File: src/rtl/firdec_pkg.sv
// -----------------------------------------------------------------------------
// firdec_pkg
// Shared helpers for the FIR decimating output stage:
//   - clog2 / clog2_min1 : constant functions for sizing counters and pointers
//   - sat_max / sat_min  : largest and smallest signed value of an OW-bit word
//   - saturate           : clamps a wide signed value into an OW-bit range and
//                          reports whether a clamp happened
// -----------------------------------------------------------------------------
package firdec_pkg;

    // Working width of the generic saturation helper; callers sign-extend
    // into it and truncate the result back to their own output width.
    localparam int unsigned SAT_W = 64;

    // Result of a saturation: the (possibly clamped) value plus a clamp flag.
    typedef struct packed {
        logic signed [SAT_W-1:0] value;
        logic                    clamped;
    } sat_res_t;

    // Ceiling log2; clog2(1) = 0.
    function automatic int unsigned clog2(input int unsigned n);
        int unsigned r;
        int unsigned v;
        r = 32'd0;
        v = 32'd1;
        while (v < n) begin
            v = v << 1;
            r = r + 32'd1;
        end
        return r;
    endfunction

    // Ceiling log2 but never below one bit, for counters that must exist
    // even when they only ever hold zero.
    function automatic int unsigned clog2_min1(input int unsigned n);
        int unsigned r;
        r = clog2(n);
        if (r < 32'd1) begin
            r = 32'd1;
        end
        return r;
    endfunction

    // Largest signed value representable in ow bits.
    function automatic logic signed [SAT_W-1:0] sat_max(input int unsigned ow);
        return (64'sd1 <<< (ow - 32'd1)) - 64'sd1;
    endfunction

    // Smallest signed value representable in ow bits.
    function automatic logic signed [SAT_W-1:0] sat_min(input int unsigned ow);
        return -(64'sd1 <<< (ow - 32'd1));
    endfunction

    // Clamp value into the signed ow-bit range.
    function automatic sat_res_t saturate(input logic signed [SAT_W-1:0] value,
                                          input int unsigned ow);
        sat_res_t                res;
        logic signed [SAT_W-1:0] hi;
        logic signed [SAT_W-1:0] lo;
        hi = sat_max(ow);
        lo = sat_min(ow);
        if (value > hi) begin
            res.value   = hi;
            res.clamped = 1'b1;
        end else if (value < lo) begin
            res.value   = lo;
            res.clamped = 1'b1;
        end else begin
            res.value   = value;
            res.clamped = 1'b0;
        end
        return res;
    endfunction

endpackage

File: src/rtl/firdec_if.sv
// -----------------------------------------------------------------------------
// firdec_if
// Streaming bus of the decimating output stage.
//   in_valid / in_data   : FIR accumulator stream (no back-pressure)
//   out_valid / out_ready / out_data : decimated, scaled sample stream
// Modports:
//   master : the environment side (drives the FIR stream and out_ready)
//   slave  : the firdec side
// -----------------------------------------------------------------------------
interface firdec_if #(
    parameter int ACCW = 16,
    parameter int OW   = 8
);
    logic                   in_valid;
    logic signed [ACCW-1:0] in_data;
    logic                   out_valid;
    logic                   out_ready;
    logic signed [OW-1:0]   out_data;

    modport master (
        output in_valid,
        output in_data,
        output out_ready,
        input  out_valid,
        input  out_data
    );

    modport slave (
        input  in_valid,
        input  in_data,
        input  out_ready,
        output out_valid,
        output out_data
    );
endinterface

File: src/rtl/firdec_fifo.sv
// -----------------------------------------------------------------------------
// firdec_fifo
// Generic synchronous FIFO with a registered head output.
// Parameters: DW (data width), DEPTH (entries, power of two, >= 2).
// Ports:
//   clk   : clock, rising edge
//   clear : synchronous active-high reset (empties FIFO, dout = 0)
//   push  : write din (ignored when full unless a pop happens this cycle)
//   din   : write data
//   pop   : remove the head entry (ignored when empty)
//   dout  : head entry; holds its last value while empty
//   empty : no entries stored
//   full  : DEPTH entries stored
// -----------------------------------------------------------------------------
module firdec_fifo
    import firdec_pkg::*;
#(
    parameter int DW    = 8,
    parameter int DEPTH = 4
) (
    input  logic          clk,
    input  logic          clear,
    input  logic          push,
    input  logic [DW-1:0] din,
    input  logic          pop,
    output logic [DW-1:0] dout,
    output logic          empty,
    output logic          full
);

    localparam int AW = clog2_min1(DEPTH);
    localparam int CW = AW + 1;
    localparam logic [CW-1:0] FULL_CNT = CW'(DEPTH);

    logic [DW-1:0] mem_r [DEPTH];
    logic [AW-1:0] wr_ptr_r;
    logic [AW-1:0] rd_ptr_r;
    logic [CW-1:0] count_r;
    logic [DW-1:0] dout_r;
    logic          empty_r;
    logic          full_r;

    logic          push_ok_s;
    logic          pop_ok_s;
    logic [AW-1:0] wr_ptr_next_s;
    logic [AW-1:0] rd_ptr_next_s;
    logic [CW-1:0] count_next_s;
    logic [DW-1:0] head_next_s;

    // Next-state for pointers, count and the registered head word.
    always_comb begin
        pop_ok_s      = pop & ~empty_r;
        // A pop in the same cycle frees a slot, so a full FIFO may still accept.
        push_ok_s     = push & (~full_r | pop_ok_s);
        wr_ptr_next_s = wr_ptr_r;
        rd_ptr_next_s = rd_ptr_r;
        count_next_s  = count_r;
        head_next_s   = dout_r;

        case ({push_ok_s, pop_ok_s})
            2'b10:   count_next_s = count_r + CW'(1);
            2'b01:   count_next_s = count_r - CW'(1);
            default: count_next_s = count_r;
        endcase

        if (push_ok_s) begin
            wr_ptr_next_s = wr_ptr_r + AW'(1);
        end else begin
            wr_ptr_next_s = wr_ptr_r;
        end

        if (pop_ok_s) begin
            rd_ptr_next_s = rd_ptr_r + AW'(1);
        end else begin
            rd_ptr_next_s = rd_ptr_r;
        end

        // The head register mirrors the entry at the next read pointer. When
        // the incoming word becomes the only entry it is not in memory yet,
        // so it is forwarded straight from din.
        if (count_next_s == {CW{1'b0}}) begin
            head_next_s = dout_r;
        end else if (push_ok_s && (count_r == (pop_ok_s ? CW'(1) : CW'(0)))) begin
            head_next_s = din;
        end else begin
            head_next_s = mem_r[rd_ptr_next_s];
        end
    end

    // Pointer, count, status and head registers.
    always_ff @(posedge clk) begin
        if (clear) begin
            wr_ptr_r <= {AW{1'b0}};
            rd_ptr_r <= {AW{1'b0}};
            count_r  <= {CW{1'b0}};
            dout_r   <= {DW{1'b0}};
            empty_r  <= 1'b1;
            full_r   <= 1'b0;
        end else begin
            wr_ptr_r <= wr_ptr_next_s;
            rd_ptr_r <= rd_ptr_next_s;
            count_r  <= count_next_s;
            dout_r   <= head_next_s;
            empty_r  <= (count_next_s == {CW{1'b0}});
            full_r   <= (count_next_s == FULL_CNT);
        end
    end

    // Storage array; stale contents are harmless because pointers reset.
    always_ff @(posedge clk) begin
        if (push_ok_s && !clear) begin
            mem_r[wr_ptr_r] <= din;
        end
    end

    assign dout  = dout_r;
    assign empty = empty_r;
    assign full  = full_r;

endmodule

File: src/rtl/firdec.sv
// -----------------------------------------------------------------------------
// firdec
// Decimating output stage behind a direct-form FIR. Keeps one of every M
// input samples, scales it by an arithmetic right shift of SHIFT bits,
// saturates it to OW bits and queues it in a DEPTH-entry FIFO. The FIR side
// is never back-pressured: a kept sample arriving at a full FIFO is dropped.
//
// Build option:
//   FIRDEC_ROUND_EN defined   : round half up (add 2^(SHIFT-1) before shift)
//   FIRDEC_ROUND_EN undefined : plain truncation toward minus infinity
//
// Ports:
//   clk   : clock, rising edge
//   clear : synchronous active-high reset, overrides all other inputs
//   bus   : firdec_if slave (in_valid, in_data, out_valid, out_ready, out_data)
//   ovf   : sticky, a kept sample was dropped on a full FIFO
//   sat   : sticky, a kept sample was clamped
// -----------------------------------------------------------------------------
module firdec
    import firdec_pkg::*;
#(
    parameter int ACCW  = 16,
    parameter int OW    = 8,
    parameter int M     = 4,
    parameter int SHIFT = 4,
    parameter int DEPTH = 4
) (
    input  logic     clk,
    input  logic     clear,
    firdec_if.slave  bus,
    output logic     ovf,
    output logic     sat
);

    localparam int PW = clog2_min1(M);
    localparam logic [PW-1:0] PHASE_LAST = PW'(M - 1);

    logic [PW-1:0]        phase_r;
    logic                 ovf_r;
    logic                 sat_r;

    logic                 keep_s;
    logic                 push_s;
    logic                 pop_s;
    logic                 empty_s;
    logic                 full_s;
    logic [OW-1:0]        fifo_dout_s;

    logic signed [ACCW:0] ext_s;
    logic signed [ACCW:0] biased_s;
    logic signed [ACCW:0] shifted_s;
    sat_res_t             sat_res_s;
    logic [OW-1:0]        scaled_s;
    logic                 clamped_s;

    assign keep_s = bus.in_valid & (phase_r == {PW{1'b0}});

    // Phase counter: counts valid inputs modulo M; phase 0 marks a kept sample.
    always_ff @(posedge clk) begin
        if (clear) begin
            phase_r <= {PW{1'b0}};
        end else if (bus.in_valid) begin
            if (phase_r == PHASE_LAST) begin
                phase_r <= {PW{1'b0}};
            end else begin
                phase_r <= phase_r + PW'(1);
            end
        end else begin
            phase_r <= phase_r;
        end
    end

    // One guard bit so the rounding bias can never wrap the sum.
    assign ext_s = $signed({bus.in_data[ACCW-1], bus.in_data});

`ifdef FIRDEC_ROUND_EN
    if (SHIFT > 0) begin : g_round
        localparam logic signed [ACCW:0] HALF_LSB = (ACCW + 1)'(1) <<< (SHIFT - 1);
        assign biased_s = ext_s + HALF_LSB;
    end else begin : g_no_round
        assign biased_s = ext_s;
    end
`else
    assign biased_s = ext_s;
`endif

    assign shifted_s = biased_s >>> SHIFT;

    // Clamp the scaled value to the output range and flag any clamp.
    always_comb begin
        sat_res_s = saturate(64'(shifted_s), OW);
        scaled_s  = OW'(sat_res_s.value);
        clamped_s = sat_res_s.clamped;
    end

    assign pop_s  = ~empty_s & bus.out_ready;
    assign push_s = keep_s & (~full_s | pop_s);

    firdec_fifo #(
        .DW    (OW),
        .DEPTH (DEPTH)
    ) u_fifo (
        .clk   (clk),
        .clear (clear),
        .push  (push_s),
        .din   (scaled_s),
        .pop   (pop_s),
        .dout  (fifo_dout_s),
        .empty (empty_s),
        .full  (full_s)
    );

    // Sticky status flags, cleared only by clear.
    always_ff @(posedge clk) begin
        if (clear) begin
            ovf_r <= 1'b0;
            sat_r <= 1'b0;
        end else begin
            ovf_r <= ovf_r | (keep_s & full_s & ~pop_s);
            sat_r <= sat_r | (keep_s & clamped_s);
        end
    end

    assign bus.out_valid = ~empty_s;
    assign bus.out_data  = fifo_dout_s;
    assign ovf           = ovf_r;
    assign sat           = sat_r;

endmodule

File: src/flat_wrapper.sv
// flat-port wrapper written by rule: the top's interface ports become plain ports
module firdec_flat import firdec_pkg::*;
#(
    parameter int ACCW  = 16,
    parameter int OW    = 8,
    parameter int M     = 4,
    parameter int SHIFT = 4,
    parameter int DEPTH = 4
)
  (clk, clear, ovf, sat, bus_in_valid, bus_in_data, bus_out_ready, bus_out_valid, bus_out_data);
  firdec_if #(.ACCW(ACCW), .OW(OW)) bus_i ();
  input  logic clk;
  input  logic clear;
  output logic ovf;
  output logic sat;
  input wire logic [$bits(bus_i.in_valid)-1:0] bus_in_valid;
  input wire logic [$bits(bus_i.in_data)-1:0] bus_in_data;
  input wire logic [$bits(bus_i.out_ready)-1:0] bus_out_ready;
  output wire logic [$bits(bus_i.out_valid)-1:0] bus_out_valid;
  output wire logic [$bits(bus_i.out_data)-1:0] bus_out_data;
  assign bus_i.in_valid = bus_in_valid;
  assign bus_i.in_data = bus_in_data;
  assign bus_i.out_ready = bus_out_ready;
  assign bus_out_valid = bus_i.out_valid;
  assign bus_out_data = bus_i.out_data;
  firdec #(.ACCW(ACCW), .OW(OW), .M(M), .SHIFT(SHIFT), .DEPTH(DEPTH)) u_core (.clk(clk), .clear(clear), .bus(bus_i), .ovf(ovf), .sat(sat));
endmodule
File: config.mk
export PLATFORM = sky130hd
export DESIGN_NAME = firdec_flat
export DESIGN_NICKNAME = d
export VERILOG_FILES = /design/src/rtl/firdec_pkg.sv /design/src/rtl/firdec_if.sv /design/src/rtl/firdec_fifo.sv /design/src/rtl/firdec.sv /design/src/flat_wrapper.sv
export SDC_FILE = /design/constraint.sdc
export NUM_CORES = 1
export LEC_CHECK = 0
export CORE_ASPECT_RATIO = 2
export CORE_MARGIN = 3
export CORE_UTILIZATION = 44
export DETAILED_ROUTE_END_ITERATION = 7
export GPL_ROUTABILITY_DRIVEN = 0
export PLACE_DENSITY = 0.68
export SETUP_SLACK_MARGIN = 0.5
export SKIP_LAST_GASP = 1
export SYNTH_ARGS = -nofsm -noshare
export SYNTH_HDL_FRONTEND = slang
export SYNTH_HIERARCHICAL = 1
export SYNTH_SLANG_ARGS = --single-unit
File: constraint.sdc
create_clock -name clk -period 3 [get_ports clk]
set_clock_uncertainty 0.1 [all_clocks]
set_input_delay 0.3 -clock clk [delete_from_list [all_inputs] [get_ports clk]]
set_output_delay 0.3 -clock clk [all_outputs]
set_load 0.03 [all_outputs]
==> out/metrics.csv <==
metric,value,unit
synthesis.area,2620,sq um
yosysWarnings,6,
global_route.usage.total,20.4,%
synth_top_family_by_area,simple AND/OR/NAND/NOR gates,
power.ir.vdd_worst,0.393,mV
worst_ep_required_time,3.09,ns
arrival_time_reported_for_the_critical_path_endpoint,2.73,ns
htreeDepth,2,
yosysSeqAreaShare,52.8,%
hold_path.class,flop to flop,
slew_violations,0,
final_layout_size_suffix_gt1_share,25.8,%
synthAdderAreaFrac,4.11,%
status,completed,
first_global_vias,2085,
ctsLongestPathBuffers,2,
ys_ff_latch,53,
gr-total-overflow,0,
final-setup-viol-count,0,
placeableCoreArea,5760,sq um
synth-async-reset-ratio,0,%
grt_max_degree,35,
antenna_found_initial,0,
die_height,115,microns
final_antenna_net_count,0,
cts_root_buffer,sky130_fd_sc_hd__clkbuf_16,
r2r_cells,13,
violation_count_after_the_first_detailed_routing_iteration,134,
initial_core_util,45.5,%
syn-instance-count,234,
compound_gate_portion_of_the_synthesized_area,16.5,%
antennaDiodeCount,0,
viasPerCell,5.91,
i_o_pins,31,
timing.hold.worst_path_depth,1,
timing.max_slew.rel_slack,29.5,%
sink_count_of_the_clock_tree,53,
hpwl,4160,microns
power_density_relative_to_cell_area,648,nW/um^2
transition_time_of_the_tightest_slew_check_pin,1.06,ns
cp_max_fo,4,
synth-xor-area-share,2.63,%
detail_route.first_pass.iterations,4,
period_share,88.0,%
clkSlewWorstSetupHoldPaths,0.06,ns
setup.reg_to_reg.worst_slack,0.36,ns
area_enclosed_by_the_die_boundary,6970,sq um
power.static_leakage,0.00128,uW
syn_to_final_growth,32.4,%
timing.hold.worst_endpoint,u_core/sat,
fin_setup_tns,0,ns
routed_wire_length_per_instance,18.6,microns
synth-main-ff-cell,sky130_fd_sc_hd__edfxtp_1,
detailed_place.area,3000,sq um
hold-worst-slack,0.392,ns
worst_setup_path_start_kind,flop,
endpoints_failing_hold,0,
worstHoldStart,u_core/sat,
final_period_demand_of_the_worst_path,2.64,ns
cts_made_buffers,5,
worst_setup_path_end_kind,flop,
dp_worst_setup_slack,0.0114,ns
synthSimpleGateAreaFrac,17.7,%
route.final.wire_length,6400,microns
synth_cell_type_count,40,
synth_edf_count,32,
crit_type,flop to flop,
fmax,0.379,GHz
cap_violations,0,
drc,0,
finalNetCount,310,
final_critical_path_setup_slack,0.360,ns
place.port_buffers,26,
fp-row-count,39,
postLayoutCellArea,3470,sq um
synth.mux.area_fraction,1.53,%
syn-mean-instance-area,11.2,sq um
clk_lat_worst_skew,0.28,ns
synth.net_count,262,
worst_r2r_endpoint,u_core/u_fifo/dout[3],
grt_setup_unrepaired,true,
r2r-start,u_core/phase_r[0],
fp.dieW,60.5,microns
grt_first_pass_wirelength,10300,microns
routed-via-count,2033,
cts_tree,yes,
metrics by stage:
step	utilization [%]	instances	power, uW
finish	60.2	344	2240
global route	60.2	344	2340
CTS	58.2	337	2190
detailed placement	52.2	317	1440
global placement	52.2	317	1430
floorplan	-	234	1260
worst max-delay path, stage by stage, from the launching register on:
cell and delay [ns]:
sky130_fd_sc_hd__dfxtp_2 0.32, sky130_fd_sc_hd__inv_2 0.07, sky130_fd_sc_hd__ha_4 0.15, sky130_fd_sc_hd__nand2_4 0.06, sky130_fd_sc_hd__a21oi_4 0.14, sky130_fd_sc_hd__nand2_2 0.09, sky130_fd_sc_hd__ha_4 0.17, sky130_fd_sc_hd__fa_2 0.38
sky130_fd_sc_hd__xnor2_4 0.22, sky130_fd_sc_hd__xor2_4 0.13, sky130_fd_sc_hd__a31oi_4 0.30, sky130_fd_sc_hd__buf_6 0.15, sky130_fd_sc_hd__nor2_2 0.04, sky130_fd_sc_hd__a311oi_2 0.21
cells in the mapped netlist (all sizes together) (2+ instances only):
cell    number  area (sq um)
o21a         7          52.6
a211o       16           140
nand2b       3          26.3
nor2b        8          50.1
a21oi        3          15.0
edfxtp      32           961
nand3b       8          60.1
dfxtp       21           420
nor2        32           123
a211oi       8          60.1
buf         10          70.1
a311oi       8          70.1
and2         4          25.0
ha           7          87.6
nand2       14          52.6
xnor2        4          42.6
o311ai       8          70.1
xor2         3          26.3
nor3         9          45.0
nor4b        2          32.5
inv          8          30.0
clkbuf       6          22.5
mux2i        4          40.0
area by class of cell:
| cell class | instances | area, sq um |
|---|---|---|
| fillers | 476 | 2290 |
| flip-flops and latches | 53 | 1390 |
| multi-input cells | 158 | 1310 |
| repair buffers | 56 | 502 |
| clock buffers | 6 | 129 |
| well taps | 61 | 76.3 |
| clock inverters | 2 | 35.0 |
| inverters | 8 | 30.0 |
power breakdown:
group / internal [uW] / leakage (uW) / total [uW] / switching, uW
combinational: 337 / 0.000731 / 709 / 372
clock: 392 / 0.0000808 / 631 / 239
sequential: 842 / 0.000465 / 904 / 61.7
total: 1570 / 0.00128 / 2240 / 672
layer usage:
| metal | share of wire (%) | GRT usage, % | vias to the layer above |
|---|---|---|---|
| li1 | - | - | 967 |
| met1 | 34 | 21.2 | 993 |
| met2 | 58 | 37.1 | 47 |
| met3 | 2.5 | 2.81 | 26 |
| met4 | 6.1 | 11.9 | 0 |
| met5 | 0 | 0 | - |
sequential cells by signal, summed over array words and instances, names as in the netlist:
| name | cells |
|---|---|
| u_core/ovf | 1 |
| u_core/phase_r | 2 |
| u_core/sat | 1 |
| u_core/u_fifo/count_r | 3 |
| u_core/u_fifo/dout | 8 |
| u_core/u_fifo/empty | 1 |
| u_core/u_fifo/full | 1 |
| u_core/u_fifo/mem_r | 32 |
| u_core/u_fifo/rd_ptr_r | 2 |
| u_core/u_fifo/wr_ptr_r | 2 |
timing repair:
action	in CTS	in global routing
hold endpoints to repair	0	0
pin swaps	11	10
setup buffers	11	7
cloned	1	0
endpoints found under the setup margin	8	11
resized for setup	24	10
hold buffers	0	0
layout by cell type, fill, tap and decap left out, types with 7 or more instances in the layout:
| cell type | count |
|---|---|
| sky130_fd_sc_hd__o21a_1 | 7 |
| sky130_fd_sc_hd__a211oi_1 | 8 |
| sky130_fd_sc_hd__a311oi_2 | 8 |
| sky130_fd_sc_hd__dfxtp_1 | 17 |
| sky130_fd_sc_hd__edfxtp_1 | 32 |
| sky130_fd_sc_hd__o311ai_0 | 8 |
| sky130_fd_sc_hd__nor3_1 | 9 |
| sky130_fd_sc_hd__a211o_1 | 16 |
| sky130_fd_sc_hd__nand2_1 | 12 |
| sky130_fd_sc_hd__nand3b_1 | 8 |
| sky130_fd_sc_hd__nor2b_1 | 8 |
| sky130_fd_sc_hd__buf_4 | 25 |
| sky130_fd_sc_hd__clkdlybuf4s50_1 | 24 |
| sky130_fd_sc_hd__nor2_1 | 28 |
logic make-up after synthesis:
group	count (synthesis)
multiplexers	4
flip-flops	53
AND/OR/NAND/NOR	85
XOR/XNOR	7
buffers and inverters	24
adder cells (fa/ha/maj)	8
AO/OA/AOI/OAI	53
worst max path at each step:
stage / end / slack, ns / cells after the start / start
6_report: u_core/u_fifo/dout[3] / 0.36 / 13 / u_core/phase_r[0]
5_1_grt: u_core/u_fifo/dout[3] / 0.26 / 13 / u_core/phase_r[0]
4_1_cts: u_core/u_fifo/dout[5] / 0.35 / 12 / u_core/phase_r[1]
3_5_place_dp: u_core/u_fifo/dout[5] / 0.01 / 13 / bus_out_ready
3_3_place_gp: u_core/u_fifo/dout[0] / 0.08 / 13 / bus_out_ready
2_1_floorplan: u_core/u_fifo/dout[3] / 0.47 / 14 / u_core/u_fifo/empty
No activity file was read; power rests on OpenSTA's default activity.
